$ cat src/rtl/sub_serial_pkg.sv
// Shared definitions for the bit-serial borrow subtractor: FSM state
// encoding and the bit-counter width derivation.
package sub_serial_pkg;

    typedef enum logic [1:0] {
        ST_IDLE = 2'd0,
        ST_OP   = 2'd1,
        ST_DONE = 2'd2
    } state_t;

    // Counter only has to reach N-1, so $clog2(N) bits suffice for N >= 2.
    function automatic int cw_of(input int n);
        return (n < 2) ? 1 : $clog2(n);
    endfunction

endpackage

$ cat src/rtl/full_sub.sv
// One-bit full subtractor: d = a - b - bin, with borrow-out.
module full_sub (
    input  logic a,
    input  logic b,
    input  logic bin,
    output logic d,
    output logic bout
);

    always_comb begin
        d    = a ^ b ^ bin;
        bout = (~a & b) | (~(a ^ b) & bin);
    end

endmodule

$ cat src/rtl/sub_borrow_serial.sv
// Bit-serial unsigned subtractor: diff = a - b (mod 2^N), bout = (a < b),
// processed LSB first, one bit per clock, with a start/ready/done_tick handshake.
module sub_borrow_serial
    import sub_serial_pkg::*;
#(
    parameter int N = 4
) (
    input  logic         clk,
    input  logic         reset,
    input  logic         start,
    input  logic [N-1:0] a,
    input  logic [N-1:0] b,
    output logic         ready,
    output logic         done_tick,
    output logic [N-1:0] diff,
    output logic         bout
);

    localparam int CW = cw_of(N);
    localparam logic [CW-1:0] LAST_BIT = CW'(N - 1);

    state_t        state_q, state_d;
    logic [N-1:0]  a_q, a_d;
    logic [N-1:0]  b_q, b_d;
    logic [N-1:0]  diff_q, diff_d;
    logic          br_q, br_d;
    logic          bout_q, bout_d;
    logic [CW-1:0] count_q, count_d;

    logic          fs_d;
    logic          fs_bout;

    full_sub u_full_sub (
        .a    (a_q[0]),
        .b    (b_q[0]),
        .bin  (br_q),
        .d    (fs_d),
        .bout (fs_bout)
    );

    always_comb begin
        state_d   = state_q;
        a_d       = a_q;
        b_d       = b_q;
        diff_d    = diff_q;
        br_d      = br_q;
        bout_d    = bout_q;
        count_d   = count_q;
        ready     = 1'b0;
        done_tick = 1'b0;

        case (state_q)
            ST_IDLE: begin
                ready = 1'b1;
                if (start) begin
                    a_d     = a;
                    b_d     = b;
                    br_d    = 1'b0;
                    count_d = '0;
                    diff_d  = '0;
                    state_d = ST_OP;
                end
            end
            ST_OP: begin
                // Result bits enter at the MSB so that after N shifts bit 0 is the LSB.
                diff_d  = {fs_d, diff_q[N-1:1]};
                a_d     = a_q >> 1;
                b_d     = b_q >> 1;
                br_d    = fs_bout;
                count_d = count_q + CW'(1);
                if (count_q == LAST_BIT) begin
                    bout_d  = fs_bout;
                    state_d = ST_DONE;
                end
            end
            ST_DONE: begin
                done_tick = 1'b1;
                state_d   = ST_IDLE;
            end
            default: begin
                state_d = ST_IDLE;
            end
        endcase
    end

    // Results are cleared on reset too, so an aborted operation leaves zeros.
    always_ff @(posedge clk) begin
        if (reset) begin
            state_q <= ST_IDLE;
            a_q     <= '0;
            b_q     <= '0;
            diff_q  <= '0;
            br_q    <= 1'b0;
            bout_q  <= 1'b0;
            count_q <= '0;
        end else begin
            state_q <= state_d;
            a_q     <= a_d;
            b_q     <= b_d;
            diff_q  <= diff_d;
            br_q    <= br_d;
            bout_q  <= bout_d;
            count_q <= count_d;
        end
    end

    assign diff = diff_q;
    assign bout = bout_q;

endmodule

$ cat config.mk
export PLATFORM = sky130hd
export DESIGN_NAME = sub_borrow_serial
export DESIGN_NICKNAME = d
export VERILOG_FILES = /design/src/rtl/sub_serial_pkg.sv /design/src/rtl/full_sub.sv /design/src/rtl/sub_borrow_serial.sv
export SDC_FILE = /design/constraint.sdc
export NUM_CORES = 1
export LEC_CHECK = 0
export CAP_MARGIN = 25
export CORE_UTILIZATION = 40
export DETAILED_ROUTE_END_ITERATION = 8
export GPL_TIMING_DRIVEN = 0
export PLACE_DENSITY_LB_ADDON = 0.12
export RECOVER_POWER = 100
export SLEW_MARGIN = 20
export SYNTH_ARGS = -nofsm -noshare
export SYNTH_HDL_FRONTEND = slang
export SYNTH_HIERARCHICAL = 1
export SYNTH_SLANG_ARGS = --single-unit
$ cat constraint.sdc
create_clock -name clk -period 1.6 [get_ports clk]
set_clock_uncertainty 0.15 [all_clocks]
set_input_delay 0.4 -clock clk [delete_from_list [all_inputs] [get_ports clk]]
set_output_delay 0.4 -clock clk [all_outputs]
set_load 0.05 [all_outputs]
==> run_results.csv <==
group,metric,value,unit
clock_network,cts_buffer_depth,2,
worst_setup_path,r2r_setup_slack,70,ps
detailed_routing,drt-pass1-iter-count,4,
synthesis,netlist_instances,85,
finish,drive_gt1_share,22.9,%
floorplan,dieWidth,46.8,um
floorplan,ioPinCount,18,
floorplan,core_area,1800,um2
timing,max_slew.worst_pin.slew,445,ps
worst_setup_path,timing.rr.start,"state_q[0]$_SDFFE_PP0P_",
worst_setup_path,startpoint,"diff[0]$_SDFFE_PP0P_",
finish,area_delta_synth_final,29.5,%
clock_network,cts_root_buffer,"clkbuf_4",
worst_setup_path,r2r.worst_path.cells,4,
grt,grt_pass1_wl,2730,um
job,timing.max_cap.violations,0,
detailed_routing,vias_per_cell,5.22,
timing,final.hold.worst_slack,336,ps
placed_design,place_worst_setup_slack,-555,ps
worst_setup_path,cp.buffers_inverters,1,
synthesis,synthTopCellsByCount,"dfxtp_1 (18), nor2_1 (15), a22oi_1 (6)",
finish,post_route_utilization,57.8,%
timing,slew_headroom,70.3,%
placed_design,port_buffers,16,
timing,timing_hold_violations_final,0,
detailed_routing,wl_met2,806,um
detailed_routing,post_drt_wl_per_cell,12.9,um
synthesis,synth_xor_xnor_area_share,0,%
power,power.ir.vdd_worst,0.729,mV
worst_setup_path,crit_fanout,2,
synthesis,dominant_combinational_cell_family_by_area_after_synthesis,"simple AND/OR/NAND/NOR gates",
worst_setup_path,cp.depth,1,
placed_design,dp.cells,126,
synthesis,synth.lib_cells_used.distinct,29,
finish,num-nets-final,120,
synthesis,synth_most_common_cell,"dfxtp_1",
synthesis,post_synth_and_or_nand_nor_area_fraction,21.6,%
floorplan,floorplan.initialDensity,44.7,%
worst_setup_path,critical_path.top_delay_family,"buffers and inverters",
finish,antennaDiodeCount,0,
worst_setup_path,crit_path_end,"diff[0]",
grt,number_of_global_route_vias_before_repair,626,
clock_network,tritoncts,"built",
grt,grt_use_total,17.8,%
timing,maxClockFrequency,641,MHz
worst_setup_path,cp_slowest_stage_delay,370,ps
placed_design,post-dp-hpwl,1180,um
clock_network,cts.reportedPaths.clkPinSlew,100,ps
power,power.density_cell_area,822,nW/um2
synthesis,synth.area.top_cells,"dfxtp_1 (45%), nor2_1 (7.0%), mux2i_1 (6.2%)",
floorplan,design.die.area,2190,um2
detailed_routing,remaining_drc_errors,0,
synthesis,syn_area_cell,9.46,um2
min_path,worst_hold_path_type,"register to register",
floorplan,die_h,46.8,um
detailed_routing,via_count,678,
grt,antenna_found_initial,0,
grt,grt_start_max_net_pins,11,
worst_setup_path,crit_path_launch_type,"register",
synthesis,synth_adder_area_share,4.04,%
detailed_routing,wl_met3,75,um
worst_setup_path,reg2reg_to,"b_q[2]$_SDFFE_PP0P_",
placed_design,gpl.final_weighted_congestion,0.762,
worst_setup_path,critPathRequiredTime,1050,ps
synthesis,synth.area.mux_share,6.22,%
clock_network,cts_htree_levels,1,
worst_setup_path,critPathArrivalTime,1010,ps
synthesis,yosysSeqAreaShare,44.8,%
synthesis,post_synth_instance_area,805,um2
clock_network,cts_hold_buffers,0,
floorplan,std_cell_rows,15,
finish,layout.cells.non_filler,130,
synthesis,synth.yosys.warnings,6,
synthesis,ys_ff_latch,18,
timing,maxSlewViolCount,0,
worst_setup_path,critical-path-slowest-cell,"clkdlybuf4s15_2",
detailed_routing,wl_met1,793,um
clock_network,cts_sinks,18,
power,power.static_leakage,0.405,nW
grt,gr-total-overflow,0,
timing,post-route-worst-setup-slack,40.3,ps
power,power,0.000857,W
synthesis,synth_nets,98,
detailed_routing,route.antenna.remaining_nets,0,
detailed_routing,route.top_layer_used,"met4",
worst_setup_path,path_class,"register to output port",
timing,period_share,97.5,%
detailed_routing,routed_wirelength,1680,um
synthesis,synth-compound-area-share,15.6,%
detailed_routing,drt_iter0_drc,14,
clock_network,cts_buffers,3,
synthesis,dominantRegCellSynth,"dfxtp_1",
worst_setup_path,path_cells,"clkdlybuf4s15_2",
timing,post-route-min-period,1560,ps
synthesis,yosysTopAreaCellShare,44.8,%
run_status,status,"finished, final reports clean",
worst_setup_path,worst_setup_path_end_kind,"output port",
clock_network,worstSkewPairLatency,290,ps
synthesis,asyncSetResetFlopFracSynth,0,%
synthesis,synth-edff-count,0,
synthesis,post-synth-top-area-cell,"dfxtp_1",
timing,finalSetupViolations,0,
-- logic make-up after synthesis --
kind of cell,after synthesis
buffers and inverters,12
flip-flops,18
adder cells (fa/ha/maj),2
multiplexers,5
AND/OR/NAND/NOR,31
AO/OA/AOI/OAI,17
-- routing by layer --
layer | track usage (%) | vias up
met2 | 29.4 | 12
met5 | 0 | -
met1 | 23.1 | 323
li1 | - | 341
met4 | 3.43 | 0
met3 | 5.77 | 2
-- sequential cells by signal, indices dropped and copies added (netlist names) --
name     cells
count_q      2
bout         1
a_q          4
br_q         1
state_q      2
diff         4
b_q          4
-- placed cells by master (no fill, tap or decap), types with 2 or more instances in the layout --
cell type,count
dfxtp_1,16
nor2_1,14
clkdlybuf4s50_1,8
clkbuf_2,6
a22oi_1,6
inv_1,5
mux2i_1,5
nor4b_1,3
buf_6,3
a21oi_1,3
a211oi_1,3
clkbuf_4,3
clkbuf_1,2
nor3b_1,2
nor4_1,2
nand4bb_1,2
o21ai_0,2
buf_4,2
dfxtp_4,2
-- worst min-delay path by stage --
stage / slack [ps] / endpoint / cells after the start / from
3_3_place_gp: 310 / bout$_SDFFE_PP0P_ / 2 / bout$_SDFFE_PP0P_
2_1_floorplan: 300 / b_q[2]$_SDFFE_PP0P_ / 2 / b_q[3]$_SDFFE_PP0P_
5_1_grt: 350 / bout$_SDFFE_PP0P_ / 2 / bout$_SDFFE_PP0P_
6_report: 340 / a_q[3]$_SDFFE_PP0P_ / 2 / a_q[3]$_SDFFE_PP0P_
3_5_place_dp: 330 / a_q[3]$_SDFFE_PP0P_ / 2 / a_q[3]$_SDFFE_PP0P_
4_1_cts: 340 / a_q[3]$_SDFFE_PP0P_ / 2 / a_q[3]$_SDFFE_PP0P_
-- what timing repair did --
| action | in CTS | in global routing |
|---|---|---|
| endpoints found under the setup margin | 13 | 6 |
| buffers inserted | 1 | 3 |
| resized for setup | 40 | 11 |
-- through the flow --
| step | area (um2) | setup TNS [ps] |
|---|---|---|
| 3_5_place_dp | 1000 | -5100 |
| 2_1_floorplan | 810 | 0 |
| 6_report | 1040 | 0 |
| 5_1_grt | 1040 | -1.33 |
| 4_1_cts | 1060 | -118 |
| 3_3_place_gp | 1000 | -4930 |
-- power by group --
part | total (W) | switching, W | leakage (nW) | internal [W]
clock | 0.000221 | 0.000133 | 0.0138 | 0.0000876
sequential | 0.000491 | 0.0000215 | 0.149 | 0.000470
combinational | 0.000145 | 0.0000734 | 0.243 | 0.0000713
total | 0.000857 | 0.000228 | 0.405 | 0.000629
-- final cells by class --
type                       instances  area [um2]
multi-input combinational         55         400
tap                               25        31.3
clock buffer                       3        22.5
inverter                           5        18.8
fill                             171         759
sequential                        18         368
timing repair buffer              20         178
buffer                             4        23.8
No activity file was read; power rests on OpenSTA's default activity.
